<file path="src/rtl/mc_pkg.sv">
// Shared types and encodings for the multicycle sequencer.
package mc_pkg;

  typedef enum logic [2:0] {
    ST_IDLE   = 3'd0,
    ST_FETCH  = 3'd1,
    ST_DECODE = 3'd2,
    ST_EXEC   = 3'd3,
    ST_MEM    = 3'd4,
    ST_WB     = 3'd5,
    ST_HALT   = 3'd6
  } state_t;

  typedef enum logic [2:0] {
    CLS_ALU_R   = 3'd0,
    CLS_ALU_I   = 3'd1,
    CLS_LOAD    = 3'd2,
    CLS_STORE   = 3'd3,
    CLS_BRANCH  = 3'd4,
    CLS_ILLEGAL = 3'd5
  } iclass_t;

  localparam logic [6:0] OP_RTYPE  = 7'b0110011;
  localparam logic [6:0] OP_ITYPE  = 7'b0010011;
  localparam logic [6:0] OP_LOAD   = 7'b0000011;
  localparam logic [6:0] OP_STORE  = 7'b0100011;
  localparam logic [6:0] OP_BRANCH = 7'b1100011;

  localparam logic [2:0] ALU_ADD = 3'b000;
  localparam logic [2:0] ALU_SUB = 3'b001;

  localparam logic [1:0] IMM_I = 2'b00;
  localparam logic [1:0] IMM_S = 2'b01;
  localparam logic [1:0] IMM_B = 2'b10;

endpackage

</file>
<file path="src/rtl/mc_decode.sv">
// Combinational decode of the latched opcode/funct7 fields into
// instruction class and ALU/immediate controls.
module mc_decode
  import mc_pkg::*;
(
  input  logic [6:0] opcode_i,
  input  logic       funct7b5_i,
  output iclass_t    iclass_o,
  output logic [2:0] aluctrl_o,
  output logic       alusrc_o,
  output logic [1:0] immsrc_o
);

  always_comb begin
    iclass_o  = CLS_ILLEGAL;
    aluctrl_o = ALU_ADD;
    alusrc_o  = 1'b0;
    immsrc_o  = IMM_I;
    case (opcode_i)
      OP_RTYPE: begin
        iclass_o  = CLS_ALU_R;
        aluctrl_o = funct7b5_i ? ALU_SUB : ALU_ADD;
      end
      OP_ITYPE: begin
        iclass_o = CLS_ALU_I;
        alusrc_o = 1'b1;
      end
      OP_LOAD: begin
        iclass_o = CLS_LOAD;
        alusrc_o = 1'b1;
      end
      OP_STORE: begin
        iclass_o = CLS_STORE;
        alusrc_o = 1'b1;
        immsrc_o = IMM_S;
      end
      OP_BRANCH: begin
        iclass_o  = CLS_BRANCH;
        aluctrl_o = ALU_SUB;
        immsrc_o  = IMM_B;
      end
      default: ;
    endcase
  end

endmodule

</file>
<file path="src/rtl/mc_sequencer.sv">
// Multicycle control FSM (fetch/decode/exec/mem/wb/halt).
// Optional cycle/retired counters are built when MC_PERF_COUNTERS_EN is defined.
module mc_sequencer
  import mc_pkg::*;
#(
  parameter int DATA_WIDTH  = 32,
  parameter int COUNT_WIDTH = 32
) (
  input  logic                  clk,
  input  logic                  rst,
  input  logic [DATA_WIDTH-1:0] instr,
  input  logic                  eq,
  input  logic                  mem_ready,
  output logic                  ir_we,
  output logic                  pc_we,
  output logic                  regwrite,
  output logic                  alusrc,
  output logic                  pcsrc,
  output logic                  mem_req,
  output logic                  mem_we,
  output logic                  result_src,
  output logic                  halted,
  output logic [2:0]            aluctrl,
  output logic [1:0]            immsrc,
  output logic [2:0]            state_o
`ifdef MC_PERF_COUNTERS_EN
  ,
  output logic [COUNT_WIDTH-1:0] cycle_cnt,
  output logic [COUNT_WIDTH-1:0] retired_cnt
`endif
);

  if (DATA_WIDTH < 32 || COUNT_WIDTH < 1) begin : g_cfg_check
    $error("mc_sequencer: DATA_WIDTH must be >= 32 and COUNT_WIDTH >= 1");
  end

  state_t     state_q, state_d;
  logic [6:0] opcode_q, opcode_d;
  logic [2:0] funct3_q, funct3_d;
  logic       funct7b5_q, funct7b5_d;

  iclass_t    dec_iclass;
  logic [2:0] dec_aluctrl;
  logic       dec_alusrc;
  logic [1:0] dec_immsrc;

  mc_decode u_decode (
    .opcode_i   (opcode_q),
    .funct7b5_i (funct7b5_q),
    .iclass_o   (dec_iclass),
    .aluctrl_o  (dec_aluctrl),
    .alusrc_o   (dec_alusrc),
    .immsrc_o   (dec_immsrc)
  );

  always_ff @(posedge clk) begin
    if (rst) begin
      state_q    <= ST_IDLE;
      opcode_q   <= '0;
      funct3_q   <= '0;
      funct7b5_q <= 1'b0;
    end else begin
      state_q    <= state_d;
      opcode_q   <= opcode_d;
      funct3_q   <= funct3_d;
      funct7b5_q <= funct7b5_d;
    end
  end

  always_comb begin
    state_d    = state_q;
    opcode_d   = opcode_q;
    funct3_d   = funct3_q;
    funct7b5_d = funct7b5_q;
    ir_we      = 1'b0;
    pc_we      = 1'b0;
    regwrite   = 1'b0;
    alusrc     = 1'b0;
    pcsrc      = 1'b0;
    mem_req    = 1'b0;
    mem_we     = 1'b0;
    result_src = 1'b0;
    halted     = 1'b0;
    aluctrl    = ALU_ADD;
    immsrc     = IMM_I;
    case (state_q)
      ST_IDLE: state_d = ST_FETCH;
      ST_FETCH: begin
        ir_we      = 1'b1;
        opcode_d   = instr[6:0];
        funct3_d   = instr[14:12];
        funct7b5_d = instr[30];
        state_d    = ST_DECODE;
      end
      ST_DECODE: state_d = (dec_iclass == CLS_ILLEGAL) ? ST_HALT : ST_EXEC;
      ST_EXEC: begin
        aluctrl = dec_aluctrl;
        alusrc  = dec_alusrc;
        immsrc  = dec_immsrc;
        case (dec_iclass)
          CLS_BRANCH: begin
            // funct3[0] distinguishes bne from beq, inverting the take condition
            pc_we   = 1'b1;
            pcsrc   = eq ^ funct3_q[0];
            state_d = ST_FETCH;
          end
          CLS_LOAD, CLS_STORE: state_d = ST_MEM;
          default:             state_d = ST_WB;
        endcase
      end
      ST_MEM: begin
        mem_req = 1'b1;
        mem_we  = (dec_iclass == CLS_STORE);
        if (mem_ready) begin
          if (dec_iclass == CLS_STORE) begin
            pc_we   = 1'b1;
            state_d = ST_FETCH;
          end else begin
            state_d = ST_WB;
          end
        end
      end
      ST_WB: begin
        regwrite   = 1'b1;
        pc_we      = 1'b1;
        result_src = (dec_iclass == CLS_LOAD);
        state_d    = ST_FETCH;
      end
      ST_HALT: halted = 1'b1;
      default: state_d = ST_IDLE;
    endcase
  end

  assign state_o = state_q;

  logic unused_bits;
  assign unused_bits = ^{instr[DATA_WIDTH-1:31], instr[29:15], instr[11:7], funct3_q[2:1]};

`ifdef MC_PERF_COUNTERS_EN
  localparam logic [COUNT_WIDTH-1:0] CNT_ONE = {{(COUNT_WIDTH-1){1'b0}}, 1'b1};

  logic [COUNT_WIDTH-1:0] cycle_cnt_q, retired_cnt_q;

  always_ff @(posedge clk) begin
    if (rst) begin
      cycle_cnt_q   <= '0;
      retired_cnt_q <= '0;
    end else begin
      if (state_q != ST_HALT) cycle_cnt_q <= cycle_cnt_q + CNT_ONE;
      if (pc_we)              retired_cnt_q <= retired_cnt_q + CNT_ONE;
    end
  end

  assign cycle_cnt   = cycle_cnt_q;
  assign retired_cnt = retired_cnt_q;
`endif

endmodule

</file>
<file path="config.mk">
export PLATFORM = sky130hd
export DESIGN_NAME = mc_sequencer
export DESIGN_NICKNAME = d
export VERILOG_FILES = /design/src/rtl/mc_pkg.sv /design/src/rtl/mc_decode.sv /design/src/rtl/mc_sequencer.sv
export SDC_FILE = /design/constraint.sdc
export NUM_CORES = 1
export LEC_CHECK = 0
export CELL_PAD_IN_SITES_DETAIL_PLACEMENT = 1
export CELL_PAD_IN_SITES_GLOBAL_PLACEMENT = 1
export CORE_ASPECT_RATIO = 0.6
export CORE_MARGIN = 2
export CORE_UTILIZATION = 26
export CTS_BUF_LIST = sky130_fd_sc_hd__clkbuf_4 sky130_fd_sc_hd__clkbuf_8
export DETAILED_ROUTE_END_ITERATION = 8
export PLACE_DENSITY = 0.95
export SLEW_MARGIN = 20
export SYNTH_ARGS = -nofsm -noshare
export SYNTH_HDL_FRONTEND = slang
export SYNTH_SLANG_ARGS = --single-unit
</file>
<file path="constraint.sdc">
create_clock -name clk -period 3.9 [get_ports clk]
set_clock_uncertainty 0.2 [all_clocks]
set_input_delay 1.17 -clock clk [delete_from_list [all_inputs] [get_ports clk]]
set_output_delay 1.17 -clock clk [all_outputs]
set_load 0.01 [all_outputs]
</file>
==> summary.md <==
| Metric | Value |
|---|---|
| Status | finished, final reports clean |
| Post-CTS Setup Bufs | 0 |
| Met2 routed WL | 954 µm |
| PwrDens | 585.1 nW/µm² |
| 1st-iter DRT viols | 24 |
| CTS max path bufs | 2 |
| Final setup fails | 0 |
| Nets | 145 |
| Largest stage delay, worst path | 0.53 ns |
| CP Buf/Inv Count | 2 |
| Reg2Reg Depth | 4 |
| Clock latency on the worst-skew pair | 0.24 ns |
| Total track usage | 0.1398 |
| Cell with the most instances on the worst path | clkdlybuf4s50_1 |
| CP endpoint kind | output port |
| Clock-pin slew on the worst setup and hold paths | 0.05 ns |
| DP Wirelength | 1592 µm |
| RSZ-0062 raised after global routing | false |
| Largest delay share family, worst path | buffers and inverters |
| Worst path slowest cell | clkdlybuf4s50_1 |
| Hold EP | funct3_q[0] |
| WL met1 | 871 µm |
| Post-Syn Instances | 79 |
| Worst path required time | 2.53 ns |
| WL per Instance | 14.29 µm |
| Core area | 2592 µm² |
| Row count | 14 |
| HP Class | reg2reg |
| Hold Startpoint | funct3_q[0] |
| Arr. time, crit path | 2.34 ns |
| Vias per cell | 5.021 |
| Die outline width | 72.56 µm |
| Setup TNS | 0 ns |
| Die height | 45.14 µm |
| CTS tree | done |
| Crit path launch type | input pin |
| Final WL | 2000 µm |
| CP cell instances | clkdlybuf4s50_1 > xnor2_1 > nor2_2 > clkdlybuf4s50_1 |
| Post-Syn Area per Cell | 9.281 µm² |
| Crit-path max FO | 1 |
| Post-synthesis cell area | 733.2 µm² |
| Flops & latches, synth | 12 |
| Initial core utilization | 0.2828 |
| VDD IR-drop max | 0.2783 mV |
| Largest net degree at the start of global routing | 14 |
| H-tree levels | 1 |
| Crit path kind | in2out |
| Final Hold Fails | 0 |
| Maximum Capacitance Violations | 0 |
| Commonest non-fill, non-tap cell in the layout | clkdlybuf4s50_1 |
| Sink Count | 12 |
| # hold bufs at CTS | 0 |
| Sequential share of the synthesized area | 0.3276 |
| CTS buffer count | 3 |
| Final hold slack | 0.3188 ns |
| Yosys warnings | 0 |
| Die area | 3275 µm² |
| Post-route DRC violation count | 0 |
| Total global routing overflow | 0 |
| R2r endpoint | opcode_q[0] |
| WL met3 | 174 µm |
| WHS Path Cells | 2 |
| ANT nets after route | 0 |
| Share of cells above drive strength 1 | 0.1389 |
| Reg2reg start | state_o[0] |
| Setup ws final | 0.1886 ns |
| Area delta synth->final | 47.44% |
| Vias in the first global route | 738 |
| Netlist cell types | 37 |
| FF-to-FF setup slack | 2.23 ns |
| Top-level I/O count | 53 |
| Leakage | 0.4073 nW |
| I/O Buffers | 27 |
| First-pass GRT wire length | 3456 µm |
| Final min period | 3.711 ns |
| Worst path depth | 4 |
| RD Place Congestion | 0.8883 |
| Initial antenna violation count | 0 |
| Commonest non-fill, non-tap cells in the layout | 26 x clkdlybuf4s50_1, 15 x nor2_1, 12 x dfxtp_1, 9 x mux2i_1 |
| Slew Viols, Final | 0 |
| Clock root buffer | clkbuf_8 |
| Vias | 703 |
| Final Cycle Share | 0.9516 |
| ANT cells | 0 |
| Max frequency | 0.2694 GHz |
| Number of iterations in the first detailed-routing pass | 5 |
| Top sig layer | met3 |
| Setup WS pre-CTS | -0.1213 ns |
[how the worst max path moves through the flow]
stage                          from    end
after global routing      mem_ready  pc_we
after floorplan           mem_ready  pc_we
after global placement    mem_ready  pc_we
after CTS                        eq  pcsrc
final                            eq  pcsrc
after detailed placement  mem_ready  pc_we
[worst register-to-register path: stages (launching register included)]
cell and delay [ns]:
dfxtp_1 0.52, nor3b_4 0.29, buf_4 0.26, mux2i_1 0.22, nor2_1 0.05
[power breakdown]
part           switching (mW)  total, mW  internal (mW)  leakage [nW]
combinational           0.131      0.285          0.153         0.280
sequential             0.0559      0.215          0.159        0.0984
clock                  0.0443      0.133         0.0891        0.0288
total                   0.232      0.633          0.401         0.407
[per-stage QoR]
step,util,std cells,power [mW],cell area (µm²)
2_1_floorplan,-,80,0.3970,737.0
3_3_place_gp,0.3962,136,0.4839,1027
3_5_place_dp,0.3962,136,0.5047,1027
4_1_cts,0.4170,140,0.6433,1081
5_1_grt,0.4170,140,0.6808,1081
6_report,0.4170,140,0.6326,1081
[cells by family after synthesis]
kind of cell	synth area share
compound gates	0.1229
other cells	0.005115
flops	0.3276
simple gates	0.3413
xor+xnor	0.01195
buf+inv	0.06823
mux	0.1229
[state kept, by name, indices dropped and copies added, names as in the netlist]
signal      cells
opcode_q        7
state_o         3
funct3_q        1
funct7b5_q      1
[Yosys cell counts (all sizes together)]
library cell | instances | area share
nor2 | 16 | 0.085
dfxtp | 12 | 0.33
mux2i | 9 | 0.12
a21oi | 4 | 0.027
buf | 4 | 0.043
inv | 4 | 0.020
nand2b | 3 | 0.036
nand3b | 2 | 0.038
nor3 | 2 | 0.014
nor3b | 2 | 0.036
a2111oi | 1 | 0.012
a211o | 1 | 0.014
a222oi | 1 | 0.014
a32o | 1 | 0.014
a41oi | 1 | 0.012
and2 | 1 | 0.0085
and3 | 1 | 0.0085
and4 | 1 | 0.012
and4bb | 1 | 0.017
clkbuf | 1 | 0.0051
conb | 1 | 0.0051
nand3 | 1 | 0.0068
nand4 | 1 | 0.0085
nand4bb | 1 | 0.038
nor2b | 1 | 0.0085
o21a | 1 | 0.010
o21bai | 1 | 0.010
o31ai | 1 | 0.010
or3 | 1 | 0.010
or4 | 1 | 0.015
xnor2 | 1 | 0.012
[final cells by class]
cell class / instances / area, µm²
repair buffers: 29 / 284.0
fillers: 304 / 1511
clock buffers: 4 / 55.05
flip-flops and latches: 12 / 240.2
multi-input cells: 59 / 446.7
well taps: 32 / 40.04
inverters: 4 / 15.01
[layer usage]
layer	vias up	track usage
met5	-	0
met4	0	0.04074
met3	0	0.04911
met2	31	0.2345
met1	333	0.1720
li1	339	-
[repair_timing]
item                       CTS  global route
gates resized for setup      1             0
setup endpoints to repair    1             0
hold endpoints to repair     0             0
No activity file was read; power rests on OpenSTA's default activity.
